--- src/rtl/pdm_pkg.sv ---
// Shared definitions for the PDM window counter.
// State encoding, default sizes and a width helper.
package pdm_pkg;

  localparam int unsigned CNT_W_DEF  = 10;
  localparam int unsigned WINDOW_DEF = 1000;

  typedef enum logic {
    ST_FILL = 1'b0,
    ST_RUN  = 1'b1
  } state_e;

  function automatic int unsigned clog2(input int unsigned v);
    int unsigned r;
    r = 0;
    while ((64'd1 << r) < 64'(v)) r++;
    return (r == 0) ? 1 : r;
  endfunction

endpackage

--- src/rtl/pdm_delay_line.sv ---
// WINDOW-bit shift register with enable; oldest is the bit
// accepted DEPTH shifts ago.
module pdm_delay_line #(
  parameter int unsigned DEPTH = 8
) (
  input  logic clk,
  input  logic rst,
  input  logic en,
  input  logic din,
  output logic oldest
);

  logic [DEPTH-1:0] sh_q;
  logic [DEPTH-1:0] sh_d;

  always_comb begin
    sh_d = sh_q;
    if (en) sh_d = {sh_q[DEPTH-2:0], din};
  end

  always_ff @(posedge clk) begin
    if (rst) sh_q <= '0;
    else     sh_q <= sh_d;
  end

  assign oldest = sh_q[DEPTH-1];

endmodule

--- src/rtl/pdm_window_counter.sv ---
// Ones counter over a window of accepted PDM samples.
// Define PDM_SLIDING_WIN_EN for a decimated sliding window.
module pdm_window_counter
  import pdm_pkg::*;
#(
  parameter int unsigned WINDOW = WINDOW_DEF,
  parameter int unsigned CNT_W  = CNT_W_DEF,
  parameter int unsigned DECIM  = 100
) (
  input  logic             clk,
  input  logic             rst,
  input  logic             pdm_data,
  input  logic             pdm_valid,
  output logic [CNT_W-1:0] cntr,
  output logic             cntr_valid
);

  localparam int unsigned IDX_W = clog2(WINDOW);
  localparam logic [IDX_W-1:0] IDX_LAST = IDX_W'(WINDOW - 1);

  if (WINDOW < 2 || WINDOW > (2 ** CNT_W) - 1) begin : g_bad_window
    $error("pdm_window_counter: WINDOW out of range for CNT_W");
  end
  if (DECIM < 1 || DECIM > WINDOW) begin : g_bad_decim
    $error("pdm_window_counter: DECIM out of range");
  end

  state_e           state_q, state_d;
  logic [IDX_W-1:0] idx_q, idx_d;
  logic [CNT_W-1:0] cntr_q, cntr_d;
  logic             vld_q, vld_d;

`ifdef PDM_SLIDING_WIN_EN
  localparam int unsigned DEC_W = clog2(DECIM);
  localparam logic [DEC_W-1:0] DEC_LAST = DEC_W'(DECIM - 1);

  logic [DEC_W-1:0] dec_q, dec_d;
  logic [CNT_W-1:0] sum_q, sum_d;
  logic             oldest;

  pdm_delay_line #(
    .DEPTH (WINDOW)
  ) u_dly (
    .clk    (clk),
    .rst    (rst),
    .en     (pdm_valid),
    .din    (pdm_data),
    .oldest (oldest)
  );
`else
  logic [CNT_W-1:0] acc_q, acc_d;
`endif

  always_comb begin
    state_d = state_q;
    idx_d   = idx_q;
    cntr_d  = cntr_q;
    vld_d   = 1'b0;
`ifdef PDM_SLIDING_WIN_EN
    dec_d   = dec_q;
    sum_d   = sum_q;
    if (pdm_valid) begin
      // the bit leaving the window only exists once the line is full
      sum_d = sum_q + CNT_W'(pdm_data)
            - ((state_q == ST_RUN) ? CNT_W'(oldest) : '0);
      if (state_q == ST_FILL) begin
        idx_d = idx_q + 1'b1;
        if (idx_q == IDX_LAST) begin
          idx_d   = '0;
          cntr_d  = sum_d;
          vld_d   = 1'b1;
          state_d = ST_RUN;
          dec_d   = '0;
        end
      end else begin
        dec_d = dec_q + 1'b1;
        if (dec_q == DEC_LAST) begin
          dec_d  = '0;
          cntr_d = sum_d;
          vld_d  = 1'b1;
        end
      end
    end
`else
    acc_d = acc_q;
    if (pdm_valid) begin
      idx_d = idx_q + 1'b1;
      acc_d = acc_q + CNT_W'(pdm_data);
      if (idx_q == IDX_LAST) begin
        cntr_d  = acc_q + CNT_W'(pdm_data);
        vld_d   = 1'b1;
        acc_d   = '0;
        idx_d   = '0;
        state_d = ST_RUN;
      end
    end
`endif
  end

  always_ff @(posedge clk) begin
    if (rst) begin
      state_q <= ST_FILL;
      idx_q   <= '0;
      cntr_q  <= '0;
      vld_q   <= 1'b0;
`ifdef PDM_SLIDING_WIN_EN
      dec_q   <= '0;
      sum_q   <= '0;
`else
      acc_q   <= '0;
`endif
    end else begin
      state_q <= state_d;
      idx_q   <= idx_d;
      cntr_q  <= cntr_d;
      vld_q   <= vld_d;
`ifdef PDM_SLIDING_WIN_EN
      dec_q   <= dec_d;
      sum_q   <= sum_d;
`else
      acc_q   <= acc_d;
`endif
    end
  end

  assign cntr       = cntr_q;
  assign cntr_valid = vld_q;

endmodule

--- config.mk ---
export PLATFORM = sky130hd
export DESIGN_NAME = pdm_window_counter
export DESIGN_NICKNAME = d
export VERILOG_FILES = /design/src/rtl/pdm_pkg.sv /design/src/rtl/pdm_delay_line.sv /design/src/rtl/pdm_window_counter.sv
export SDC_FILE = /design/constraint.sdc
export NUM_CORES = 1
export LEC_CHECK = 0
export BUFFER_PORTS_ARGS = -buffer_cell sky130_fd_sc_hd__buf_2
export CELL_PAD_IN_SITES_DETAIL_PLACEMENT = 0
export CELL_PAD_IN_SITES_GLOBAL_PLACEMENT = 1
export CORE_UTILIZATION = 40
export CTS_BUF_LIST = sky130_fd_sc_hd__clkbuf_16
export CTS_CLUSTER_DIAMETER = 150
export DETAILED_ROUTE_END_ITERATION = 7
export GPL_TIMING_DRIVEN = 0
export PLACE_DENSITY = 0.85
export SYNTH_ARGS = -nofsm -noshare
export SYNTH_HDL_FRONTEND = slang
export SYNTH_HIERARCHICAL = 1
export SYNTH_SLANG_ARGS = --single-unit
--- constraint.sdc ---
create_clock -name clk -period 1.7 [get_ports clk]
set_input_delay 0.425 -clock clk [delete_from_list [all_inputs] [get_ports clk]]
set_output_delay 0.425 -clock clk [all_outputs]
set_load 0.01 [all_outputs]
==> impl_metrics.toml, run 1 <==
[status]
status = "complete, no violations"

[setup_path]
critPathSlowestCell = "dfxtp_1"
path_buf_inv = 1
worstSetupPathType = "reg -> reg"
startpoint_type = "flip-flop"
slowest_delay_ns = 0.38
worstSetupEndpointType = "flip-flop"
critical-path-top-delay-family = "compound AO/OA/AOI/OAI gates"
crit_chain = "ha_4, and3_1, nand3_2, o21ba_1, buf_6, a22o_1"
crit_path_start = "idx_q[1]"
r2r_end = "cntr[6]"
crit_arrival_ns = 1.75
r2r_start = "idx_q[1]"
cp.depth = 6
crit_end = "cntr[6]"
worst-path-max-fanout = 10
crit_required_ns = 1.87
r2r_cells = 6
r2r_slack_ns = 0.12

[logic_synthesis]
ys_warn_count = 6
synth_cell_types = 42
netlist_instances = 149
synth_area_um2 = 1440
synth_area_leaders = "dfxtp_1, xor2_1, a22o_1, nor2_1, nand4_1"
syn_area_per_cell_um2 = 9.65
seq_area_frac_synth_pct = 43.2
synth_area_leader_cell = "dfxtp_1"
syn_nets = 156
synth_edf_count = 0
ys_async_sr_fraction_pct = 0
synth_top_flop_cell = "dfxtp_1"
synth.ff_latch_count = 31
yosysTopAreaCellShare_pct = 43.2

[clock_tree]
cts_hold_buffers = 0
h-tree-depth = 2
postCtsSetupRepairBufs = 0
cts-root-buf = "clkbuf_16"
cts_buffer_depth = 2
insertion_delay_ns = 0.27
cts_tree = "built"
cts.reportedPaths.clkPinSlew_ns = 0.05
numCtsBuffers = 5
cts.sink_count = 31

[global_routing]
grt_pass1_vias = 1046
grt-ovfl-total = 0
antenna_found_initial = 0
grt_max_degree = 12
grt_pass1_wl_um = 4700
grt_usage_pct = 17.3

[job]
maxCapViolations = 0

[floorplanning]
dieArea_um2 = 3840
io_pins = 15
fp.dieH_um = 62.0
rows = 21
initial_core_util_pct = 42.4
coreArea_um2 = 3390
fp.dieW_um = 62.0

[finish]
drive_gt1_share_pct = 24.0
area_growth_pct = 22.8
n_antenna_cell = 0
final_area_um2 = 1770
fin_cells = 217
num-nets-final = 177
final_cell_mix = "dfxtp_1, buf_2, nor2_1, xor2_1, nand2_1"
final_common_cell = "dfxtp_1"

[detailed_routing]
firstDrtPassIters = 4
drc = 0
viasPerCell = 5.19
vias = 1127
ant_nets = 0
drt_wl_total_um = 2860
first_iter_violations = 44
routedWlPerCell_um = 13.2

[sta]
fin_crit_ns = 1.58
max_freq_mhz = 632
rsz0062_at_grt = "no"
finalSetupViolations = 0
timing.final.crit_share_pct = 93.1
finClkSkew_ns = 0.00241
slew_viol_final = 0
worst_pin_slew_ns = 0.510
hold_violations = 0
slew_headroom_pct = 66.0

[power_and_ir_drop]
power.density_nw_per_um2 = 1030
peakVddDrop_mv = 0.458
leakagePower_nw = 0.688

[place]
io_buffers = 14
gp_congestion = 0.801
post_dp_cell_area_um2 = 1570
dp_cells = 209
post-dp-hpwl_um = 1970

[min_path]
hp-class = "reg -> reg"
min_from = "cntr[7]"
## worst reg2reg max path, stage by stage (launching register included)
cell and delay, ns:
dfxtp_1 0.38, ha_4 0.19, and3_1 0.21, nand3_2 0.12, o21ba_1 0.21, buf_6 0.14
a22o_1 0.22
## area by class of cell
type,instances,area (um^2)
Fill cell,318,1620
Multi-Input combinational cell,110,803
Sequential cell,31,622
Clock buffer,5,125
Timing Repair Buffer,14,70.1
Tap cell,46,57.6
Clock inverter,3,43.8
Buffer,6,36.3
Inverter,2,7.51
## registers in the layout (all words and copies together), names as in the netlist
register and count:
idx_q 10, cntr_valid 1, cntr 10, acc_q 10
## synthesized netlist by cell type (all sizes together), types with 3 or more instances
| cell type | count |
|---|---|
| dfxtp | 31 |
| nand2b | 3 |
| a22o | 8 |
| xnor2 | 5 |
| or3 | 3 |
| nand2 | 10 |
| and3 | 3 |
| xor2 | 14 |
| a21oi | 4 |
| nand4 | 7 |
| nand3 | 10 |
| nor2 | 15 |
| buf | 3 |
| clkbuf | 3 |
| ha | 3 |
## what timing repair did
action,in CTS,in global routing
endpoints found under the setup margin,10,21
pin swaps,0,0
resized for setup,1,8
## metrics by stage
stage / power (mW) / utilization, % / hold slack (ns) / setup TNS (ns) / worst slack [ns]
floorplan: 0.800 / - / 0.453 / 0 / 0.0611
global placement: 0.818 / 46.2 / 0.444 / -0.234 / -0.146
detailed placement: 0.818 / 46.2 / 0.458 / -0.293 / -0.166
CTS: 1.83 / 51.2 / 0.473 / 0 / 0.00410
global route: 1.88 / 52.1 / 0.493 / 0 / 0.00619
finish: 1.82 / 52.1 / 0.467 / 0 / 0.117
## power breakdown
group / switching (mW) / internal (mW)
sequential: 0.00929 / 0.735
clock: 0.319 / 0.689
combinational: 0.0370 / 0.0274
## logic make-up after synthesis
logic type	Yosys count	synth area share, %
buffers and inverters	8	2.87
XOR/XNOR	19	11.6
flip-flops	31	43.2
AO/OA/AOI/OAI	25	13.6
adder cells (fa/ha/maj)	3	2.61
AND/OR/NAND/NOR	63	26.2
## metal layers
layer  routed length (um)  GRT usage, %  part of all wire (%)  up-vias
li1                     -             -                     -      578
met1                 1300          19.9                    45      519
met2                 1400          29.8                    49       25
met3                  118          6.21                   4.1        5
met4                   38          5.71                   1.3        0
met5                    0             0                     0        -
## worst min path at each step
| stage | to | slack [ns] | depth (start not counted) |
|---|---|---|---|
| floorplan | acc_q[0] | 0.45 | 2 |
| global placement | cntr[7] | 0.44 | 1 |
| detailed placement | cntr[8] | 0.46 | 1 |
| CTS | cntr[8] | 0.47 | 1 |
| global route | cntr[6] | 0.49 | 1 |
| finish | cntr[7] | 0.47 | 1 |
Power figures use the tool's default switching activity.
==> inputs of run 2 (changes only) <==
--- a/config.mk
+++ b/config.mk
@@ -9,7 +9,6 @@
 export CELL_PAD_IN_SITES_DETAIL_PLACEMENT = 0
 export CELL_PAD_IN_SITES_GLOBAL_PLACEMENT = 1
 export CORE_UTILIZATION = 40
-export CTS_BUF_LIST = sky130_fd_sc_hd__clkbuf_16
 export CTS_CLUSTER_DIAMETER = 150
 export DETAILED_ROUTE_END_ITERATION = 7
 export GPL_TIMING_DRIVEN = 0
==> run 2 against run 1 <==
Against the previous run:
- sequential cell count is the same
- sequential power is essentially flat
- final cell count is the same
- largest power group is now sequential cells
- highest routed layer unchanged
==> impl_metrics.toml, run 2 (synthesized netlist as in run 1, its figures left out) <==
[power_and_ir_drop]
pwr-share-comb_pct = 4.7
total_power_mw = 1.39
power.density_nw_per_um2 = 827
pwr-share-clk_pct = 41.8
leakagePower_nw = 0.650
p_int_mw = 1.07
netSwitchingPower_uw = 317
p_sw_share_pct = 22.8
peakVddDrop_mv = 0.362
seq_power_share_pct = 53.5

[setup_path]
worst-path-max-fanout = 4
worstSetupPathType = "reg -> reg"
startpoint_type = "flip-flop"
worstSetupEndpointType = "flip-flop"
crit_required_ns = 1.93
crit_arrival_ns = 1.80
r2r_cells = 6

[finish]
num-nets-final = 177
final_common_cell = "dfxtp_1"
drive_gt1_share_pct = 24.6
n_antenna_cell = 0
area_growth_pct = 16.8
final_cell_mix = "dfxtp_1, buf_2, nor2_1, xor2_1, nand2_1"
final_area_um2 = 1680
fill_cells = 330
seqCellArea_um2 = 623
multiInputGateArea_um2 = 803

[global_routing]
grt-ovfl-total = 0
grt_pass1_vias = 1057
antenna_found_initial = 0
grt_pass1_wl_um = 4660
grt_usage_pct = 16.9
grt_max_degree = 12

[detailed_routing]
ant_nets = 0
drc = 0
first_iter_violations = 42
drt_wl_total_um = 2850
vias = 1124
viasPerCell = 5.18
routedWlPerCell_um = 13.1
firstDrtPassIters = 4

[sta]
max_freq_mhz = 639
fin_crit_ns = 1.56
finalSetupViolations = 0
hold_violations = 0
tns_ns = 0
timing.final.crit_share_pct = 92.1
rsz0062_at_grt = "no"
worst_pin_slew_ns = 0.532
slew_viol_final = 0
finClkSkew_ns = 0.00965
slew_headroom_pct = 64.5
holdWs_ns = 0.471

[clock_tree]
cts.sink_count = 31
postCtsSetupRepairBufs = 0
cts.reportedPaths.clkPinSlew_ns = 0.11
cts_tree = "built"
insertion_delay_ns = 0.34
numCtsBuffers = 5
cts-root-buf = "clkbuf_4"
cts_buffer_depth = 2
h-tree-depth = 2

[floorplanning]
dieArea_um2 = 3840
fp.dieH_um = 62.0
coreArea_um2 = 3390
rows = 21
initial_core_util_pct = 42.4
io_pins = 15
fp.dieW_um = 62.0

[place]
post-dp-hpwl_um = 1970
gp_congestion = 0.801
io_buffers = 14
post_dp_cell_area_um2 = 1570

[min_path]
hp-class = "in -> reg"
hold_depth = 3

[job]
maxCapViolations = 0

[status]
status = "complete, no violations"
==> run 2: cell types whose count changed in the layout (fill, tap and decap cells not counted) <==
cell | previous run | this run
clkbuf_16 | 5 | 0
clkbuf_4 | 0 | 5
dfxtp_1 | 30 | 29
dfxtp_2 | 1 | 2
==> run 2: path summary, 6_finish.rpt <==
check	from	slack, ns	endpoint
worst max-delay path	acc_q[0]	0.14	cntr[6]
worst max register to register	acc_q[0]	0.14	cntr[6]
worst min-delay path	pdm_data	0.47	cntr[0]
worst min register to register	cntr[7]	0.48	cntr[7]
==> run 2: worst max-delay path, cell delays in order, from the launching register on <==
cell     delay (ns)
dfxtp_1        0.35
ha_2           0.22
ha_2           0.22
and3_2         0.24
nand3_2        0.11
xnor2_1        0.14
a22o_1         0.19
==> run 2: power by group through the flow <==
stage | Clock [mW] | Combinational (mW) | Sequential, mW
5_1_grt | 0.623 | 0.0731 | 0.745
2_1_floorplan | 0 | 0.0451 | 0.755
6_report | 0.580 | 0.0654 | 0.743
4_1_cts | 0.598 | 0.0630 | 0.741
3_3_place_gp | 0 | 0.0612 | 0.756
3_5_place_dp | 0 | 0.0613 | 0.757
==> run 2: metal layers <==
metal	track usage [%]	part of all wire, %
met1	19.4	47
met2	29.8	49
met5	0	0
met4	4.76	1.0
met3	5.59	3.3
==> run 2: cell type report <==
cell class / instances / area share (%)
clock buffers: 5 / 2.24
multi-input cells: 110 / 47.8
plain buffers: 6 / 2.16
inverters: 2 / 0.447
clock inverters: 3 / 2.61
flip-flops and latches: 31 / 37.1
repair buffers: 14 / 4.17
well taps: 46 / 3.43
==> run 2: what timing repair did <==
| item | 4_1_cts | 5_1_grt |
|---|---|---|
| gates cloned | 0 | 0 |
| endpoints found under the setup margin | 11 | 20 |
| hold buffers | 0 | 0 |
| resized for setup | 2 | 8 |
| endpoints found under the hold margin | 0 | 0 |
==> run 2: stage by stage <==
step / std cells / utilization (%) / setup WS, ns
3_5_place_dp: 209 / 46.2 / -0.166
6_report: 217 / 49.5 / 0.135
5_1_grt: 217 / 49.5 / 0.0363
2_1_floorplan: 149 / - / 0.0611
4_1_cts: 217 / 48.7 / 0.00783
3_3_place_gp: 209 / 46.2 / -0.146
==> inputs of run 3 (changes only) <==
--- a/config.mk
+++ b/config.mk
@@ -5,14 +5,15 @@
 export SDC_FILE = /design/constraint.sdc
 export NUM_CORES = 1
 export LEC_CHECK = 0
-export BUFFER_PORTS_ARGS = -buffer_cell sky130_fd_sc_hd__buf_2
+export CAP_MARGIN = 20
 export CELL_PAD_IN_SITES_DETAIL_PLACEMENT = 0
 export CELL_PAD_IN_SITES_GLOBAL_PLACEMENT = 1
-export CORE_UTILIZATION = 40
+export CORE_UTILIZATION = 43
 export CTS_CLUSTER_DIAMETER = 150
 export DETAILED_ROUTE_END_ITERATION = 7
+export DONT_BUFFER_PORTS = 1
 export GPL_TIMING_DRIVEN = 0
-export PLACE_DENSITY = 0.85
+export PLACE_DENSITY = 0.84
 export SYNTH_ARGS = -nofsm -noshare
 export SYNTH_HDL_FRONTEND = slang
 export SYNTH_HIERARCHICAL = 1
==> run 3 against run 2 <==
Against the previous run:
- sequential share of layout area up 2.4 points
- final cell count fell by 7.8%
- largest power group unchanged
- register-to-register slack got worse by 0.02 ns
- clock skew is essentially flat
- highest routed layer unchanged
==> impl_metrics.toml, run 3 (synthesized netlist as in run 1, its figures left out) <==
[status]
status = "complete, no violations"

[sta]
finalSetupViolations = 0
finClkSkew_ns = 0.00944
max_freq_mhz = 632
worst_pin_slew_ns = 0.512
rsz0062_at_grt = "no"
slew_headroom_pct = 65.9
slew_viol_final = 0
hold_violations = 0
timing.final.crit_share_pct = 93.1
holdWs_ns = 0.382
fin_crit_ns = 1.58

[global_routing]
grt-ovfl-total = 0
antenna_found_initial = 0
grt_usage_pct = 18.5
grt_pass1_wl_um = 4650
grt_pass1_vias = 1041
grt_max_degree = 11

[setup_path]
path_buf_inv = 0
slowest_delay_ns = 0.35
crit_required_ns = 1.94
crit_arrival_ns = 1.82
worstSetupPathType = "reg -> reg"
cp_common_cell = "ha_2"
worst-path-max-fanout = 4
critPathSlowestCell = "dfxtp_1"
cp.depth = 6
crit_chain = "ha_2, ha_2, and3_1, nand3_2, xnor2_1, a22o_1"
startpoint_type = "flip-flop"
r2r_cells = 6
worstSetupEndpointType = "flip-flop"
critical-path-top-delay-family = "adder cells"

[finish]
num-nets-final = 163
fill_cells = 317
final_common_cell = "dfxtp_1"
multiInputGateArea_um2 = 798
drive_gt1_share_pct = 15.4
seqCellArea_um2 = 622
final_cell_mix = "dfxtp_1, nor2_1, xor2_1, nand2_1, a22o_1"
final_area_um2 = 1580
area_growth_pct = 9.57
n_antenna_cell = 0
fin_cells = 200

[floorplanning]
rows = 20
dieArea_um2 = 3580
fp.dieH_um = 59.8
io_pins = 15
initial_core_util_pct = 46.3
coreArea_um2 = 3100
fp.dieW_um = 59.8

[clock_tree]
cts_buffer_depth = 2
cts-root-buf = "clkbuf_4"
cts_tree = "built"
postCtsSetupRepairBufs = 0
numCtsBuffers = 5
cts.reportedPaths.clkPinSlew_ns = 0.10
cts.sink_count = 31
h-tree-depth = 2
cts_hold_buffers = 0
insertion_delay_ns = 0.33

[place]
post_dp_cell_area_um2 = 1490
io_buffers = 0
gp_congestion = 0.854
dp_cells = 193
post-dp-hpwl_um = 2010

[detailed_routing]
vias = 1077
drt_wl_total_um = 2780
first_iter_violations = 48
viasPerCell = 5.39
routedWlPerCell_um = 13.9
drc = 0
ant_nets = 0
firstDrtPassIters = 4

[power_and_ir_drop]
total_power_mw = 1.24
peakVddDrop_mv = 0.466
leakagePower_nw = 0.563
power.density_nw_per_um2 = 785

[min_path]
hp-class = "in -> reg"
hold_depth = 2

[job]
maxCapViolations = 0
run 3: layout make-up:
type | instances | share of cell area, %
Buffer | 6 | 2.30
Clock buffer | 6 | 3.26
Clock inverter | 1 | 0.318
Inverter | 2 | 0.477
Multi-Input combinational cell | 110 | 50.7
Sequential cell | 31 | 39.5
Tap cell | 44 | 3.49
run 3: where the power goes:
part           switching, mW  internal [mW]
sequential           0.00922          0.734
combinational         0.0361         0.0250
clock                  0.241          0.191
total                  0.286          0.950
run 3: metrics by stage:
stage | setup slack (ns) | TNS [ns] | util [%]
3_3_place_gp | -0.0386 | -0.0386 | 48.1
5_1_grt | 0.0303 | 0 | 50.8
6_report | 0.117 | 0 | 50.8
3_5_place_dp | -0.0716 | -0.104 | 48.1
2_1_floorplan | 0.0611 | 0 | -
4_1_cts | 0.0164 | 0 | 49.9
run 3: final timing paths:
path	endpoint	start	slack [ns]
worst max register to register	cntr[6]	acc_q[0]	0.12
worst max-delay path	cntr[6]	acc_q[0]	0.12
worst min-delay path	cntr_valid	pdm_valid	0.38
worst min register to register	acc_q[0]	acc_q[0]	0.48
run 3: metal layers:
| metal | track usage, % | vias up | routed length (um) |
|---|---|---|---|
| li1 | - | 545 | - |
| met1 | 19.9 | 510 | 1250 |
| met2 | 31.3 | 16 | 1390 |
| met3 | 5.41 | 6 | 82 |
| met4 | 12.3 | 0 | 52 |
| met5 | 0 | - | 0 |
run 3: what timing repair did:
action | 4_1_cts | 5_1_grt
hold endpoints to repair | 0 | 0
gates resized for setup | 0 | 8
setup endpoints to repair | 0 | 19
